**config.mk**
```make
export PLATFORM = sky130hd
export DESIGN_NAME = pc_gen
export DESIGN_NICKNAME = d
export VERILOG_FILES = /design/src/rtl/pc_pkg.sv /design/src/rtl/pc_redirect_arb.sv /design/src/rtl/pc_gen.sv
export SDC_FILE = /design/constraint.sdc
export NUM_CORES = 1
export LEC_CHECK = 0
export BUFFER_PORTS_ARGS = -buffer_cell sky130_fd_sc_hd__buf_2
export CORE_MARGIN = 2
export CORE_UTILIZATION = 33
export DETAILED_ROUTE_END_ITERATION = 7
export HOLD_SLACK_MARGIN = 0.06
export SKIP_CTS_REPAIR_TIMING = 1
export SLEW_MARGIN = 20
export SYNTH_ARGS = -nofsm -noshare
export SYNTH_HDL_FRONTEND = slang
export SYNTH_SLANG_ARGS = --single-unit
export TNS_END_PERCENT = 50
```
**constraint.sdc**
```tcl
create_clock -name clk -period 3.5 [get_ports clk]
set_input_delay 0.175 -clock clk [delete_from_list [all_inputs] [get_ports clk]]
set_output_delay 0.175 -clock clk [all_outputs]
set_load 0.01 [all_outputs]
```
**src/rtl/pc_pkg.sv**
```systemverilog
// Shared types and default constants for the IF-stage program-counter generator.
// Used by pc_gen and pc_redirect_arb.
package pc_pkg;

    localparam int          DEF_XLEN      = 32;
    localparam int          DEF_INC       = 4;
    localparam logic [31:0] DEF_RESET_VEC = 32'h0000_0000;
    localparam logic [31:0] DEF_EXC_VEC   = 32'h8000_0180;

    typedef enum logic [1:0] {
        BOOT = 2'd0,
        RUN  = 2'd1,
        PEND = 2'd2
    } pc_state_e;

    typedef enum logic [1:0] {
        NONE = 2'd0,
        EXC  = 2'd1,
        BR   = 2'd2,
        JMP  = 2'd3
    } redir_src_e;

endpackage

```
**src/rtl/pc_redirect_arb.sv**
```systemverilog
// Priority mux for exception, branch and jump redirects (exception highest).
// Build option PC_ALIGN_CHECK_EN: when undefined, low target bits are forced to zero.
module pc_redirect_arb
    import pc_pkg::*;
#(
    parameter int              XLEN    = DEF_XLEN,
    parameter int              INC     = DEF_INC,
    parameter logic [XLEN-1:0] EXC_VEC = XLEN'(DEF_EXC_VEC)
) (
    input  logic            exc_i,
    input  logic            branch_i,
    input  logic [XLEN-1:0] branch_tgt_i,
    input  logic            jump_i,
    input  logic [XLEN-1:0] jump_tgt_i,
    output logic            redir_o,
    output logic [XLEN-1:0] target_o
);

    redir_src_e      src;
    logic [XLEN-1:0] raw_tgt;

    always_comb begin
        src = NONE;
        if (exc_i) begin
            src = EXC;
        end else if (branch_i) begin
            src = BR;
        end else if (jump_i) begin
            src = JMP;
        end
    end

    always_comb begin
        raw_tgt = '0;
        unique case (src)
            EXC:     raw_tgt = EXC_VEC;
            BR:      raw_tgt = branch_tgt_i;
            JMP:     raw_tgt = jump_tgt_i;
            default: raw_tgt = '0;
        endcase
    end

    assign redir_o = (src != NONE);

`ifdef PC_ALIGN_CHECK_EN
    assign target_o = raw_tgt;
`else
    // With INC = 1 the mask is all ones and targets pass through untouched.
    localparam logic [XLEN-1:0] LOW_MASK = XLEN'(INC - 1);
    assign target_o = raw_tgt & ~LOW_MASK;
`endif

endmodule

```
**src/rtl/pc_gen.sv**
```systemverilog
// Program-counter generator: boot vector, stall hold, fetch handshake and one pending redirect.
// Build option PC_ALIGN_CHECK_EN keeps targets unmodified and reports misalignment on misalign_o.
module pc_gen
    import pc_pkg::*;
#(
    parameter int              XLEN      = DEF_XLEN,
    parameter int              INC       = DEF_INC,
    parameter logic [XLEN-1:0] RESET_VEC = XLEN'(DEF_RESET_VEC),
    parameter logic [XLEN-1:0] EXC_VEC   = XLEN'(DEF_EXC_VEC)
) (
    input  logic            clk,
    input  logic            rst_n,
    input  logic            stall_i,
    input  logic            exc_i,
    input  logic            branch_i,
    input  logic [XLEN-1:0] branch_tgt_i,
    input  logic            jump_i,
    input  logic [XLEN-1:0] jump_tgt_i,
    input  logic            if_ready_i,
    output logic            pc_valid_o,
    output logic [XLEN-1:0] pc_o,
    output logic [XLEN-1:0] pc_plus_o,
    output logic            pend_o,
    output logic            misalign_o
);

    localparam logic [XLEN-1:0] INC_V = XLEN'(INC);

    pc_state_e       state_q, state_d;
    logic [XLEN-1:0] pc_q, pc_d;
    logic [XLEN-1:0] pend_pc_q, pend_pc_d;
    logic            redir;
    logic [XLEN-1:0] target;
    logic            fire;

    pc_redirect_arb #(
        .XLEN    (XLEN),
        .INC     (INC),
        .EXC_VEC (EXC_VEC)
    ) u_arb (
        .exc_i        (exc_i),
        .branch_i     (branch_i),
        .branch_tgt_i (branch_tgt_i),
        .jump_i       (jump_i),
        .jump_tgt_i   (jump_tgt_i),
        .redir_o      (redir),
        .target_o     (target)
    );

    assign pc_valid_o = (state_q != BOOT) & ~stall_i;
    assign fire       = pc_valid_o & if_ready_i;

    // A redirect that cannot be taken because the fetch is stuck waiting is parked in pend_pc.
    always_comb begin
        state_d   = state_q;
        pc_d      = pc_q;
        pend_pc_d = pend_pc_q;
        unique case (state_q)
            BOOT: begin
                state_d = RUN;
            end
            RUN: begin
                if (redir && pc_valid_o && !if_ready_i) begin
                    pend_pc_d = target;
                    state_d   = PEND;
                end else if (redir) begin
                    pc_d = target;
                end else if (fire) begin
                    pc_d = pc_q + INC_V;
                end
            end
            PEND: begin
                if (redir) begin
                    pend_pc_d = target;
                end
                if (fire || !pc_valid_o) begin
                    pc_d    = redir ? target : pend_pc_q;
                    state_d = RUN;
                end
            end
            default: begin
                state_d = BOOT;
            end
        endcase
    end

    always_ff @(posedge clk or negedge rst_n) begin
        if (!rst_n) begin
            state_q   <= BOOT;
            pc_q      <= RESET_VEC;
            pend_pc_q <= '0;
        end else begin
            state_q   <= state_d;
            pc_q      <= pc_d;
            pend_pc_q <= pend_pc_d;
        end
    end

    assign pc_o      = pc_q;
    assign pc_plus_o = pc_q + INC_V;
    assign pend_o    = (state_q == PEND);

`ifdef PC_ALIGN_CHECK_EN
    localparam logic [XLEN-1:0] LOW_MASK = XLEN'(INC - 1);

    logic misalign_q;

    // Tracks the PC register so the flag lines up with the address it describes.
    always_ff @(posedge clk or negedge rst_n) begin
        if (!rst_n) begin
            misalign_q <= 1'b0;
        end else begin
            misalign_q <= |(pc_d & LOW_MASK);
        end
    end

    assign misalign_o = misalign_q;
`else
    assign misalign_o = 1'b0;
`endif

endmodule

```
# Word level (Yosys, flattened, before mapping)
# Index checks and enable logic that the tools add are counted.
op_classes:
  bitwise_logic: 3
  add_sub_neg: 1
  eq_ne: 9
  n_reduce_logical: 12
  muxes: 15
ops:
  columns: ["cell", "count"]
  rows:
  - ["$mux W32", 6]
  - ["$pmux W32 S2", 2]
  - ["$pmux W32 S3", 1]
  - ["$add A32 B3 Y32 const B", 1]
  - ["$mux W2", 5]
  - ["$eq A2 B2 Y1 const B", 3]
  - ["$pmux W2 S3", 1]
  - ["$reduce_bool A2 Y1", 3]
  - ["$eq A2 B1 Y1 const B", 2]
  - ["$ne A2 B2 Y1 const B", 2]
  - ["$reduce_and A2 Y1", 2]
  - ["$reduce_and A4 Y1", 1]
  - ["$ne A3 B3 Y1 const B", 1]
  - ["$and A1 B1 Y1", 2]
  - ["$logic_and A1 B1 Y1", 2]
  - ["$logic_not A1 Y1", 2]
  - ["$logic_not A2 Y1", 1]
  - ["$ne A2 B1 Y1 const B", 1]
  - ["$logic_or A1 B1 Y1", 1]
  - ["$not A1 Y1", 1]
word_totals:
  output_inout_bits: 67
  ff_bits: 66
  elab_cells: 43
  in_bits: 71

# Depth between registers and ports, before layout
depth:
  word_depth: 8
  depth_mapped: 9
  mapped_depth_nobuf: 6

# Cells and area by module
# A second synthesis with hierarchy kept.
unflattened:
  cells_unflattened: 537
  area_unflattened_um2: 4544.4
by_module_without_submodules:
  columns: ["mod", "instances", "seq_area_each_um2", "cells_per_inst", "area_each_um2"]
  rows:
  - ["pc_gen", 1, 1651.6, 430, 3952.5]
  - ["pc_redirect_arb", 1, 0.0, 107, 591.8]

# Worst setup path before layout
# Ideal clock, no wire load.
synth_path:
  path_type: "flip-flop to flip-flop"
  start: "register pc_q[2] (netlist: pc_o[2])"
  end: "register pc_q[26] (netlist: pc_o[26])"
  setup_ps: 80
  stages_incl_launch_ff: 7
  t_required_ps: 3420
  path_buffers: 0
  arrival_ps: 1933
  setup_slack_ps: 1487
  synth_period_minus_slack_ps: 2013
  cell_sequence: "dfrtp_1 -> ha_1 -> nand2_1 -> or2_4 -> or4_4 -> o31a_1 -> o211ai_2"
synth_via:
  elab_chain_len: 5
synth_rtl:
  columns: ["element", "line_no", "text"]
  rows:
  - ["start: declaration", "pc_gen.sv:30", "logic [XLEN-1:0] pc_q, pc_d;"]
  - ["start signal: assignment", "pc_gen.sv:94", "pc_q <= pc_d;"]
  - ["$add A32 B3 Y32", "pc_gen.sv:69", "pc_d = pc_q + INC_V;"]
  - ["$mux W32", "pc_gen.sv:68", "end else if (fire) begin"]
  - ["$mux W32", "pc_gen.sv:66", "end else if (redir) begin"]
  - ["$mux W32", "pc_gen.sv:63", "if (redir && pc_valid_o && !if_ready_i) begin"]
  - ["$pmux W32 S2", "pc_gen.sv:58", "unique case (state_q)"]
# No other way between the ends. The select of a mux whose other input is x is not followed.
# A chain may end at the register's enable or synchronous reset.

# Worst setup path after layout
layout_path:
  start: "register pc_q[2] (netlist: pc_o[2])"
  end: "output port pc_plus_o[16]"
layout_via:
  elab_chain_len: 1
layout_rtl:
  columns: ["element", "line_no", "text"]
  rows:
  - ["$add A32 B3 Y32", "pc_gen.sv:100", "assign pc_plus_o = pc_q + INC_V;"]
  - ["end: declaration", "pc_gen.sv:22", "output logic [XLEN-1:0] pc_plus_o,"]
# No other way between the ends.

==> run summary <==
row count - 40
max cap viols - 0
fin. max-slew vios - 0
Worst setup SP type - flop
Gate Count Post-Synth - 458
WP data required - 3.32 ns
H-tree levels - 3
# diodes - 0
sequential area share after synthesis - 0.4027
total grt overflow - 0
Routed Antenna Nets - 0
Cells after DPL - 731
unrepaired setup endpoints after global routing - false
met2 usage - 0.3236
CTS sink cnt - 66
CORE AREA - 12060 µm²
first drt pass iteration count - 8
Die Span Y - 115.5 µm
setup violators final - 0
Leakage - 2.348 nW
synthesized flop and latch total - 66
post-route core utilization - 0.4301
top-count cell post-synth - dfrtp_1
Post-synth top flop - dfrtp_1
CP Cell Sequence - ha_1 > nand2_1 > nor2_1 > nand2_1 > xnor2_1 > buf_2
outcome - complete, no violations
Area after DPL - 4877 µm²
pwr/cell area - 522.5 nW/µm²
largest net degree at the start of global routing - 47
I/O pins - 138
antenna violations before repair - 0
Synthesized Nets - 530
CTS root buf - clkbuf_16
layout cells sized above 1 - 0.3028
Synth Cell Area - 4101 µm²
Achievable Freq - 385.9 MHz
FF-to-FF setup slack - 0.91 ns
Worst EP arrival - 2.42 ns
buffer depth of the longest clock path - 2
CP Max Fanout - 9
cell mode on critical path - nand2_1
CTS clk-pin slew, worst paths - 0.05 ns
nets - 647
share of flip-flops with an asynchronous set or reset - 1.000
worst vdd ir - 0.2411 mV
die width - 115.5 µm
post-DR wirelength/cell - 18.07 µm
drc violations - 0
CP endpoint kind - output pin
Tmin final - 2.592 ns
max incr delay on CP - 0.56 ns
average size of a mapped cell - 8.955 µm²
actual slew at the worst max-slew pin - 0.7621 ns
vias in the first global route - 3899
Top delay family on crit path - simple AND/OR/NAND/NOR gates
Overall Global Routing Usage - 0.2030
area delta synth->final - 26.48%
gp weighted congestion - 0.8474
Hold Path Class - primary input to flop
final hold violations - 0
global route hottest layer - met2
buffers and inverters on the worst path - 1
slowest stage cell, crit path - nor2_1
TNS Setup - 0 ns
post-synth top area share - 0.4027
CTS Buf Count - 9
critical path type - flop to output pin
via density per instance - 5.605
design area - 5187 µm²
final std cells w/o fill - 746
number of synthesized flops with an enable pin - 0
leading area contributor after synthesis - dfrtp_1
later-pin clock latency in the skew report - 0.33 ns
post-detail-place hpwl - 9.568 mm
clock skew - 0.005182 ns
Period Utilization, post-route - 0.7405
Netlist cell types - 62
first-pass GRT wire length - 20.91 mm
synth cell count leaders - dfrtp_1 (66), nand2_1 (44), nor2_1 (34)
via count - 4181
Initial DRC Count - 323
ranking of synthesized cells by area - dfrtp_1 (40%), a22o_1 (5.3%), xnor2_1 (4.3%), nand2_1 (4.0%), a21oi_1 (3.9%)
Initial Util - 0.3400
M1 GR Usage - 0.2825
YS warnings - 0
port buffer count - 132
full die area - 13340 µm²
routed wire length - 13.48 mm
Slew HR - 0.4900
met3 Resource Use GR - 0.04236
TritonCTS clock tree - yes
-- state kept, by name (all words and copies together), names as in the netlist --
register,cells
pc_o,32
state_q,2
pend_pc_q,32
-- path summary, 6_finish.rpt --
| check | start | endpoint | depth (start not counted) |
|---|---|---|---|
| hold / removal | jump_tgt_i[20] | pend_pc_q[20] | 3 |
| hold reg to reg | pend_pc_q[7] | pend_pc_q[7] | 2 |
| max in group asynchronous | rst_n | pc_o[11] | 3 |
| setup reg to reg | state_q[1] | pc_o[9] | 7 |
| setup / recovery | pc_o[2] | pc_plus_o[16] | 6 |
| min in group asynchronous | rst_n | pend_pc_q[26] | 2 |
-- worst reg2reg max path, cell delays in order (launching register included) --
cell and delay, ns:
dfrtp_1 0.48, nand2b_1 0.54, clkinv_1 0.48, nor2_2 0.37, buf_4 0.27, nand2_1 0.07
o21ai_0 0.16, a22o_1 0.16
-- kinds of logic after synthesis --
family,synth area share
AOI/OAI and AO/OA,0.2788
xor gates and xnor gates,0.05979
adders and majority gates,0.003050
buffers and inverters,0.05308
DFF,0.4027
muxes,0.002745
other,0.0009143
and+or+nand+nor,0.1989
-- cell usage in the layout, fill, tap and decap left out, types with 5 or more instances in the layout --
master     count
clkbuf_16      9
o21ai_0       31
nand4_1        9
a21oi_1       32
a222oi_1      11
nand2_1       44
xnor2_1       20
nand3b_1       6
buf_4         10
nand3_1       21
inv_1          9
a22oi_1        6
o31a_1         9
or3_1          5
a221oi_1       7
o211ai_1       5
dfrtp_1       66
buf_2        132
nor3_1         7
a22o_1        25
o22ai_1        9
xor2_1         8
nor2_1        34
-- area by class of cell --
cell class                 count  area [µm²]
fill                        1192        6874
clock buffer                  11       252.7
inverter                      10       37.54
clock inverter                 3       40.04
sequential                    66        1652
multi-input combinational    345        2250
timing repair buffer         143       745.7
tap                          168       210.2
-- layer usage --
metal,up-vias,wire [µm]
met5,-,0
met3,14,875
li1,1953,-
met1,2052,6068
met2,162,6370
met4,0,167
-- where the power goes --
group	leakage [nW]	internal, mW	switching, mW
combinational	1.35	0.311	0.390
sequential	0.850	0.915	0.193
clock	0.147	0.579	0.322
total	2.35	1.81	0.905
-- through the flow --
step                      hold WS (ns)  setup WS, ns  total power, mW
after floorplan                -0.1206         1.487            1.500
after global placement          0.1847         1.049            1.798
after detailed placement        0.1885        0.9929            1.819
after CTS                      -0.1618        0.9127            2.726
after global routing            0.1792        0.6720            2.862
final                           0.1601        0.9084            2.710
Note: power is estimated with default switching activity, not from simulation.
